===== config.mk =====
export PLATFORM = sky130hd
export DESIGN_NAME = pipe_hazard_ctrl
export DESIGN_NICKNAME = d
export VERILOG_FILES = /design/src/rtl/pipe_hazard_ctrl_pkg.sv /design/src/rtl/pipe_hazard_ctrl_load_use_detect.sv /design/src/rtl/pipe_hazard_ctrl.sv
export SDC_FILE = /design/constraint.sdc
export NUM_CORES = 1
export LEC_CHECK = 0
export CORE_AREA = 8 8 69 83
export CTS_CLUSTER_SIZE = 12
export DETAILED_ROUTE_END_ITERATION = 10
export DIE_AREA = 0 0 77 91
export PLACE_DENSITY = 0.86
export REMOVE_ABC_BUFFERS = 1
export SLEW_MARGIN = 25
export SYNTH_ARGS = -nofsm -noshare
export SYNTH_HDL_FRONTEND = slang
export SYNTH_SLANG_ARGS = --single-unit
export TNS_END_PERCENT = 30

===== constraint.sdc =====
create_clock -name clk -period 4.55 [get_ports clk]
set_input_delay 1.365 -clock clk [delete_from_list [all_inputs] [get_ports clk]]
set_output_delay 1.365 -clock clk [all_outputs]
set_load 0.02 [all_outputs]

===== src/rtl/pipe_hazard_ctrl_pkg.sv =====
// Shared definitions for the pipeline hazard sequencer: state encoding,
// field widths and the instruction word that flushed pipe registers load.
package pipe_hazard_ctrl_pkg;

  // Sequencer states; the encoding is shared with debug/trace tooling.
  typedef enum logic [1:0] {
    ST_RUN    = 2'b00,
    ST_DWAIT  = 2'b01,
    ST_IWAIT  = 2'b10,
    ST_HALTED = 2'b11
  } state_e;

  localparam int REG_ADDR_W = 3;
  localparam int PC_W       = 16;

  // Instruction word loaded into FD/DX when they are flushed into a bubble.
  localparam logic [15:0] NOP_INSTR = 16'h0000;

endpackage


===== src/rtl/pipe_hazard_ctrl_load_use_detect.sv =====
// Load-use hazard compare: the instruction in FD reads a register that the
// load currently in DX has not yet produced. r0 is an ordinary register here.
module pipe_hazard_ctrl_load_use_detect
  import pipe_hazard_ctrl_pkg::*;
(
  input  logic [REG_ADDR_W-1:0] fd_rs,
  input  logic [REG_ADDR_W-1:0] fd_rt,
  input  logic                  fd_uses_rs,
  input  logic                  fd_uses_rt,
  input  logic                  dx_memRead,
  input  logic                  dx_regWrite,
  input  logic [REG_ADDR_W-1:0] dx_writeReg,
  output logic                  hazard
);

  logic rs_match;
  logic rt_match;

  // Per-source match against the load's destination, then qualify by load.
  always_comb begin
    rs_match = fd_uses_rs && (fd_rs == dx_writeReg);
    rt_match = fd_uses_rt && (fd_rt == dx_writeReg);
    hazard   = dx_memRead && dx_regWrite && (rs_match || rt_match);
  end

endmodule


===== src/rtl/pipe_hazard_ctrl.sv =====
// Central stall/flush sequencer for the five-stage pipeline. Produces the PC
// and pipe-register write enables plus FD/DX bubble inserts, and remembers a
// redirect that resolved while the fetch was stalled so it is not lost.
module pipe_hazard_ctrl
  import pipe_hazard_ctrl_pkg::*;
#(
  parameter int CNT_W = 16
) (
  input  logic                  clk,
  input  logic                  rst,
  input  logic [REG_ADDR_W-1:0] fd_rs,
  input  logic [REG_ADDR_W-1:0] fd_rt,
  input  logic                  fd_uses_rs,
  input  logic                  fd_uses_rt,
  input  logic                  dx_memRead,
  input  logic                  dx_regWrite,
  input  logic [REG_ADDR_W-1:0] dx_writeReg,
  input  logic                  x_redirect,
  input  logic [PC_W-1:0]       x_target,
  input  logic                  i_stall,
  input  logic                  d_stall,
  input  logic                  mw_halt,
  output logic                  pc_we,
  output logic                  pc_sel_redirect,
  output logic [PC_W-1:0]       redirect_pc,
  output logic                  fd_we,
  output logic                  dx_we,
  output logic                  xm_we,
  output logic                  mw_we,
  output logic                  fd_flush,
  output logic                  dx_flush,
  output logic                  halted,
  output logic [CNT_W-1:0]      stall_cnt
);

  state_e          state_q, state_d;
  logic            redir_pend_q, redir_pend_d;
  logic [PC_W-1:0] redir_pc_q, redir_pc_d;
  logic [CNT_W-1:0] stall_cnt_q, stall_cnt_d;
  logic            load_use;
  logic            redirect_active;

  pipe_hazard_ctrl_load_use_detect u_load_use (
    .fd_rs       (fd_rs),
    .fd_rt       (fd_rt),
    .fd_uses_rs  (fd_uses_rs),
    .fd_uses_rt  (fd_uses_rt),
    .dx_memRead  (dx_memRead),
    .dx_regWrite (dx_regWrite),
    .dx_writeReg (dx_writeReg),
    .hazard      (load_use)
  );

  // A live X-stage redirect or one held over from a stalled fetch.
  assign redirect_active = x_redirect || redir_pend_q;
  assign redirect_pc     = redir_pend_q ? redir_pc_q : x_target;
  assign halted          = (state_q == ST_HALTED);
  assign stall_cnt       = stall_cnt_q;

  // Priority decode: halt > data stall > redirect > load-use > fetch stall.
  always_comb begin
    state_d         = state_q;
    redir_pend_d    = redir_pend_q;
    redir_pc_d      = redir_pc_q;
    pc_we           = 1'b0;
    pc_sel_redirect = 1'b0;
    fd_we           = 1'b0;
    dx_we           = 1'b0;
    xm_we           = 1'b0;
    mw_we           = 1'b0;
    fd_flush        = 1'b0;
    dx_flush        = 1'b0;

    if (rst) begin
      state_d = ST_RUN;
    end else if (state_q == ST_HALTED) begin
      state_d = ST_HALTED;
    end else if (mw_halt) begin
      state_d = ST_HALTED;
    end else if (d_stall) begin
      // Whole pipe frozen; the X instruction will re-assert its redirect,
      // so capturing it now is harmless and saves nothing being lost.
      state_d = ST_DWAIT;
      if (x_redirect && !redir_pend_q) begin
        redir_pend_d = 1'b1;
        redir_pc_d   = x_target;
      end
    end else if (redirect_active) begin
      pc_sel_redirect = 1'b1;
      fd_we           = 1'b1;
      dx_we           = 1'b1;
      xm_we           = 1'b1;
      mw_we           = 1'b1;
      fd_flush        = 1'b1;
      dx_flush        = 1'b1;
      if (!i_stall) begin
        pc_we        = 1'b1;
        redir_pend_d = 1'b0;
        state_d      = ST_RUN;
      end else begin
        // Fetch cannot accept the new PC yet; park the target until it can.
        state_d = ST_IWAIT;
        if (!redir_pend_q) begin
          redir_pend_d = 1'b1;
          redir_pc_d   = x_target;
        end
      end
    end else if (load_use) begin
      dx_flush = 1'b1;
      dx_we    = 1'b1;
      xm_we    = 1'b1;
      mw_we    = 1'b1;
      state_d  = ST_RUN;
    end else if (i_stall) begin
      fd_flush = 1'b1;
      fd_we    = 1'b1;
      dx_we    = 1'b1;
      xm_we    = 1'b1;
      mw_we    = 1'b1;
      state_d  = ST_IWAIT;
    end else begin
      pc_we   = 1'b1;
      fd_we   = 1'b1;
      dx_we   = 1'b1;
      xm_we   = 1'b1;
      mw_we   = 1'b1;
      state_d = ST_RUN;
    end
  end

  // Count every cycle the PC holds while the core is still live.
  always_comb begin
    stall_cnt_d = stall_cnt_q;
    if (!rst && (state_q != ST_HALTED) && !pc_we) begin
      stall_cnt_d = stall_cnt_q + 1'b1;
    end
  end

  // State, pending-redirect and counter registers.
  always_ff @(posedge clk) begin
    if (rst) begin
      state_q      <= ST_RUN;
      redir_pend_q <= 1'b0;
      redir_pc_q   <= '0;
      stall_cnt_q  <= '0;
    end else begin
      state_q      <= state_d;
      redir_pend_q <= redir_pend_d;
      redir_pc_q   <= redir_pc_d;
      stall_cnt_q  <= stall_cnt_d;
    end
  end

endmodule


* Word level (Yosys, flattened, before mapping) *
Index checks and enable logic that the tools add are counted.

word-level totals
  flip-flop bits (word level) = 35
  input port bits = 35
  logic and storage cells = 77

cells by class
  add/subtract/negate cells = 1
  eq/ne operators = 5
  multiplexer cells = 49
  bitwise gates (word level) = 2
  reduce and logical (&&, ||, !) cells = 16

operator list
  operator               number
  $mux 16                5
  $mux 1                 38
  $add 16x1->16 const B  1
  $mux 2                 6
  $logic_and 1x1->1      7
  $eq 3x3->1             2
  $reduce_and 5->1       1
  $reduce_and 4->1       1
  $reduce_bool 2->1      2
  $logic_not 1->1        3
  $eq 2x2->1 const B     1
  $logic_or 1x1->1       2
  $ne 2x1->1 const B     1
  $ne 2x2->1 const B     1
  $not 1->1              2

* Depth between registers and ports, before layout *
  depth after elaboration = 12
  depth in mapped cells = 8

* Cells and area by module *
Synthesis repeated with hierarchy kept, for this count alone.

unflattened totals
  cells, all modules = 215
  area total of the unflattened synthesis = 2,004.4 sq um

by module, submodules not included
  module                            times used  cells each  area each (sq um)  seq. area each (sq um)
  pipe_hazard_ctrl                  1           205         1,930.6            700.7
  pipe_hazard_ctrl_load_use_detect  1           10          73.8               0.0

* Least setup slack after synthesis *
No wires, ideal clock.

  path kind = input to output
  from = input fd_rt[0]
  to = output pc_we
  data arrival time = 2.694 ns
  data required time = 3.185 ns
  path slack = 0.491 ns
  stages = 6
  cells stage by stage = xnor2_1 and4_4 o21ai_4 buf_6 and2_1 nor2b_1

between the ends
  cells in the longest elaborated chain, start to end = 10

ends and longest elaborated chain
  what                RTL line                                text
  start: declaration  pipe_hazard_ctrl.sv:12                  input logic [REG_ADDR_W-1:0] fd_rt,
  $eq 3x3->1          pipe_hazard_ctrl_load_use_detect.sv:22  rt_match = fd_uses_rt && (fd_rt == dx_writeReg);
  $logic_and 1x1->1   pipe_hazard_ctrl_load_use_detect.sv:22
  $logic_or 1x1->1    pipe_hazard_ctrl_load_use_detect.sv:23  hazard = dx_memRead && dx_regWrite && (rs_match || rt_match);
  $logic_and 1x1->1   pipe_hazard_ctrl_load_use_detect.sv:23
  $mux 1              pipe_hazard_ctrl.sv:108                 end else if (load_use) begin
  $mux 1              pipe_hazard_ctrl.sv:88                  end else if (redirect_active) begin
  $mux 1              pipe_hazard_ctrl.sv:80                  end else if (d_stall) begin
  $mux 1              pipe_hazard_ctrl.sv:78                  end else if (mw_halt) begin
  $mux 1              pipe_hazard_ctrl.sv:76                  end else if (state_q == ST_HALTED) begin
  $mux 1              pipe_hazard_ctrl.sv:74                  if (rst) begin
  end: declaration    pipe_hazard_ctrl.sv:23                  output logic pc_we,

No other way between the ends.

* Worst setup path in the final report *
  from = input dx_writeReg[0]
  to = output fd_flush

between the ends
  cells in the longest elaborated chain, start to end = 10
  elaborated cells between the ends (all ways) = 12
  classes of those cells = eq/ne: 2; mux: 6; reduce/logical: 4

ends and longest elaborated chain
  what                                         RTL line                                                                        text
  start: declaration                           pipe_hazard_ctrl.sv:17                                                          input logic [REG_ADDR_W-1:0] dx_writeReg,
  $eq 3x3->1, on equally long branches         pipe_hazard_ctrl_load_use_detect.sv:21, pipe_hazard_ctrl_load_use_detect.sv:22
  $logic_and 1x1->1, on equally long branches  pipe_hazard_ctrl_load_use_detect.sv:21, pipe_hazard_ctrl_load_use_detect.sv:22
  $logic_or 1x1->1 *                           pipe_hazard_ctrl_load_use_detect.sv:23
  $logic_and 1x1->1 *                          pipe_hazard_ctrl_load_use_detect.sv:23
  $mux 1 *                                     pipe_hazard_ctrl.sv:108
  $mux 1 *                                     pipe_hazard_ctrl.sv:88
  $mux 1 *                                     pipe_hazard_ctrl.sv:80
  $mux 1 *                                     pipe_hazard_ctrl.sv:78
  $mux 1 *                                     pipe_hazard_ctrl.sv:76
  $mux 1 *                                     pipe_hazard_ctrl.sv:74
  end: declaration                             pipe_hazard_ctrl.sv:30                                                          output logic fd_flush,

Mark *: on every way between the ends. The rest lies on a longest branch, timed or not.

==> summary.txt <==
outcome - finished, final reports clean
Worst setup EP type - primary output
CTS buffer count - 5
width of the die - 77 µm
Seq/Total Area, Yosys - 0.340
synthesized netlist cell count - 217
final worst-path cycle share - 0.964
htree depth - 2
clock skew - 0.00470 ns
first-pass GRT wire length - 8530 µm
worst r2r src - redir_pend_q
final wirelength - 5190 µm
first-pass detailed-route iteration total - 4
die area - 7010 µm²
post-route ant nets - 0
reg2reg end - stall_cnt[15]
Starting Density - 0.462
global route overflow - 0
Hold Crit Depth - 2
Port Buffers - 75
Via density - 5.38
final setup fails - 0
worst hold path type - reg -> reg
r2r setup slk - 2.55 ns
Synth Warn # - 0
largest net degree at the start of global routing - 49
dpl cells - 348
Rows - 27
Synth async-reset ratio - 0
layout cell share with drive strength beyond 1 - 0.164
hold endpoint - redir_pc_q[8]
Setup CP Type - in -> out
nets - 333
hold_sp - redir_pc_q[8]
Synth Register Bits - 35
filler cell count - 389
Rel. slew slack - 0.644
DR iter-0 viols - 118
Worst Tran Pin Value - 0.533 ns
Clock Latency Late Sink - 0.29 ns
TNS Setup - 0 ns
post-synth cell types - 42
vias - 1,914
EDFF count, synth - 0
DP Wirelength - 3930 µm
Ports - 76
CTS Sinks - 35
total power - 0.715 mW
Critical Path RT - 3.18 ns
Total GRT Usage - 0.144
Antenna Cells - 0
R2R depth - 7
cts hold-fix bufs - 0
Area Overhead vs Synth - 44.3%
Peak Freq - 228 MHz
# DRC - 0
Max Cap Viol - 0
unrepaired setup endpoints after global routing - false
P per Cell Area - 240 nW/µm²
CTS tree - done
Core Box Area - 4460 µm²
Peak supply drop - 0.000176 V
detailed-route wire length per cell - 14.6 µm
post-route insts no fill - 356
Pins Over Slew Limit - 0
prevailing post-synth register cell - dfxtp_1
hold slack - 0.493 ns
Final Hold Viols - 0
CTS Buffer Depth - 2
Mean Syn Cell Area - 9.50 µm²
vias in the first global route - 1,867
Startpoint Class - input port
P_leak - 1.23 nW
min Tclk post-route - 4.38 ns
initial antenna violation count - 0
CTS Root Cell - clkbuf_8
CP arrival - 3.02 ns
Crit Path Max Fanout - 3
GP Congestion - 0.846
Mapped Area - 2060 µm²
clock transition at the registers of the reported paths - 0.07 ns
Die Height - 91 µm
-- registers in the layout (all words and copies together), names as in the netlist --
register / flops
state_q: 2
stall_cnt: 16
redir_pc_q: 16
redir_pend_q: 1
-- cell type report --
| cell class | count | area (µm²) | share of cell area |
|---|---|---|---|
| multi-input combinational | 163 | 1270 | 0.426 |
| timing repair buffer | 87 | 835 | 0.281 |
| sequential | 35 | 701 | 0.236 |
| clock buffer | 7 | 76.3 | 0.0257 |
| tap | 58 | 72.6 | 0.0244 |
| inverter | 5 | 18.8 | 0.00631 |
| clock inverter | 1 | 5.00 | 0.00168 |
-- worst max path at each step --
stage,from,end,slack (ns),depth (start not counted)
global route,dx_writeReg[0],fd_flush,0.07,7
CTS,dx_writeReg[0],fd_flush,0.15,7
detailed placement,dx_writeReg[0],fd_flush,-0.13,7
global placement,dx_writeReg[0],fd_flush,-0.10,7
finish,dx_writeReg[0],fd_flush,0.17,7
floorplan,mw_halt,pc_we,0.46,5
-- power by group --
group	internal (mW)	total (mW)	leakage (nW)	switching, mW
clock network	0.107	0.217	0.0422	0.109
logic	0.0943	0.174	0.898	0.0796
registers	0.317	0.325	0.285	0.00742
-- synth_stat cells (all sizes together), types with 3 or more instances --
master	n	share of area
nand4	4	0.012
clkbuf	6	0.011
nand3b	3	0.011
xnor2	6	0.026
dfxtp	35	0.34
inv	5	0.0091
a2111oi	7	0.039
nor2b	14	0.042
a211oi	5	0.018
nor2	35	0.072
a21oi	8	0.019
o211ai	3	0.011
mux2i	16	0.078
and4	4	0.019
nand2	8	0.021
buf	8	0.029
mux2	29	0.16
nand3	6	0.017
-- layer usage --
| metal | vias up | routed length, µm | GRT usage |
|---|---|---|---|
| li1 | 939 | - | - |
| met1 | 921 | 2040 | 0.147 |
| met2 | 50 | 2680 | 0.254 |
| met3 | 4 | 409 | 0.0641 |
| met4 | 0 | 61 | 0.0473 |
| met5 | - | 0 | 0 |
-- cells by family after synthesis --
family	Yosys count	share of synthesized area
AOI/OAI and AO/OA	31	0.123
xor gates and xnor gates	6	0.0255
adders and majority gates	1	0.00607
buffers and inverters	19	0.0486
DFF	35	0.340
muxes	45	0.236
and+or+nand+nor	80	0.220
-- stage by stage --
step	cell area (µm²)	worst slack, ns	utilization
2_1_floorplan	1980	0.464	-
3_3_place_gp	2900	-0.101	0.650
3_5_place_dp	2900	-0.126	0.650
4_1_cts	2970	0.152	0.667
5_1_grt	2970	0.0666	0.667
6_report	2970	0.165	0.667
-- critical path, cell delays in order --
cell and delay [ns]:
clkdlybuf4s50_1 0.45, xnor2_1 0.15, and4_4 0.21, o211ai_1 0.27, nand2_1 0.10, a21oi_1 0.13, dlygate4sd2_1 0.35
-- cell usage in the layout, fill, tap and decap left out, types with 4 or more instances in the layout --
master           netlist  routed
clkdlybuf4s50_1        0      71
xnor2_1                6       6
mux2_2                16      16
clkbuf_8               0       5
nand4_1                4       4
dfxtp_1               35      35
nor2b_1               14      14
inv_1                  4       4
a211oi_1               5       5
nand3_1                5       5
nand2_1                5       5
nor2_1                34      34
a2111oi_1              5       5
buf_4                  3      13
a21oi_1                8       8
mux2i_1               16      16
mux2_1                13      13
-- what timing repair did --
| action | 4_1_cts | 5_1_grt |
|---|---|---|
| endpoints found under the setup margin | 4 | 0 |
| setup buffers | 0 | 0 |
| gates resized for setup | 4 | 0 |
Power figures use the tool's default switching activity.
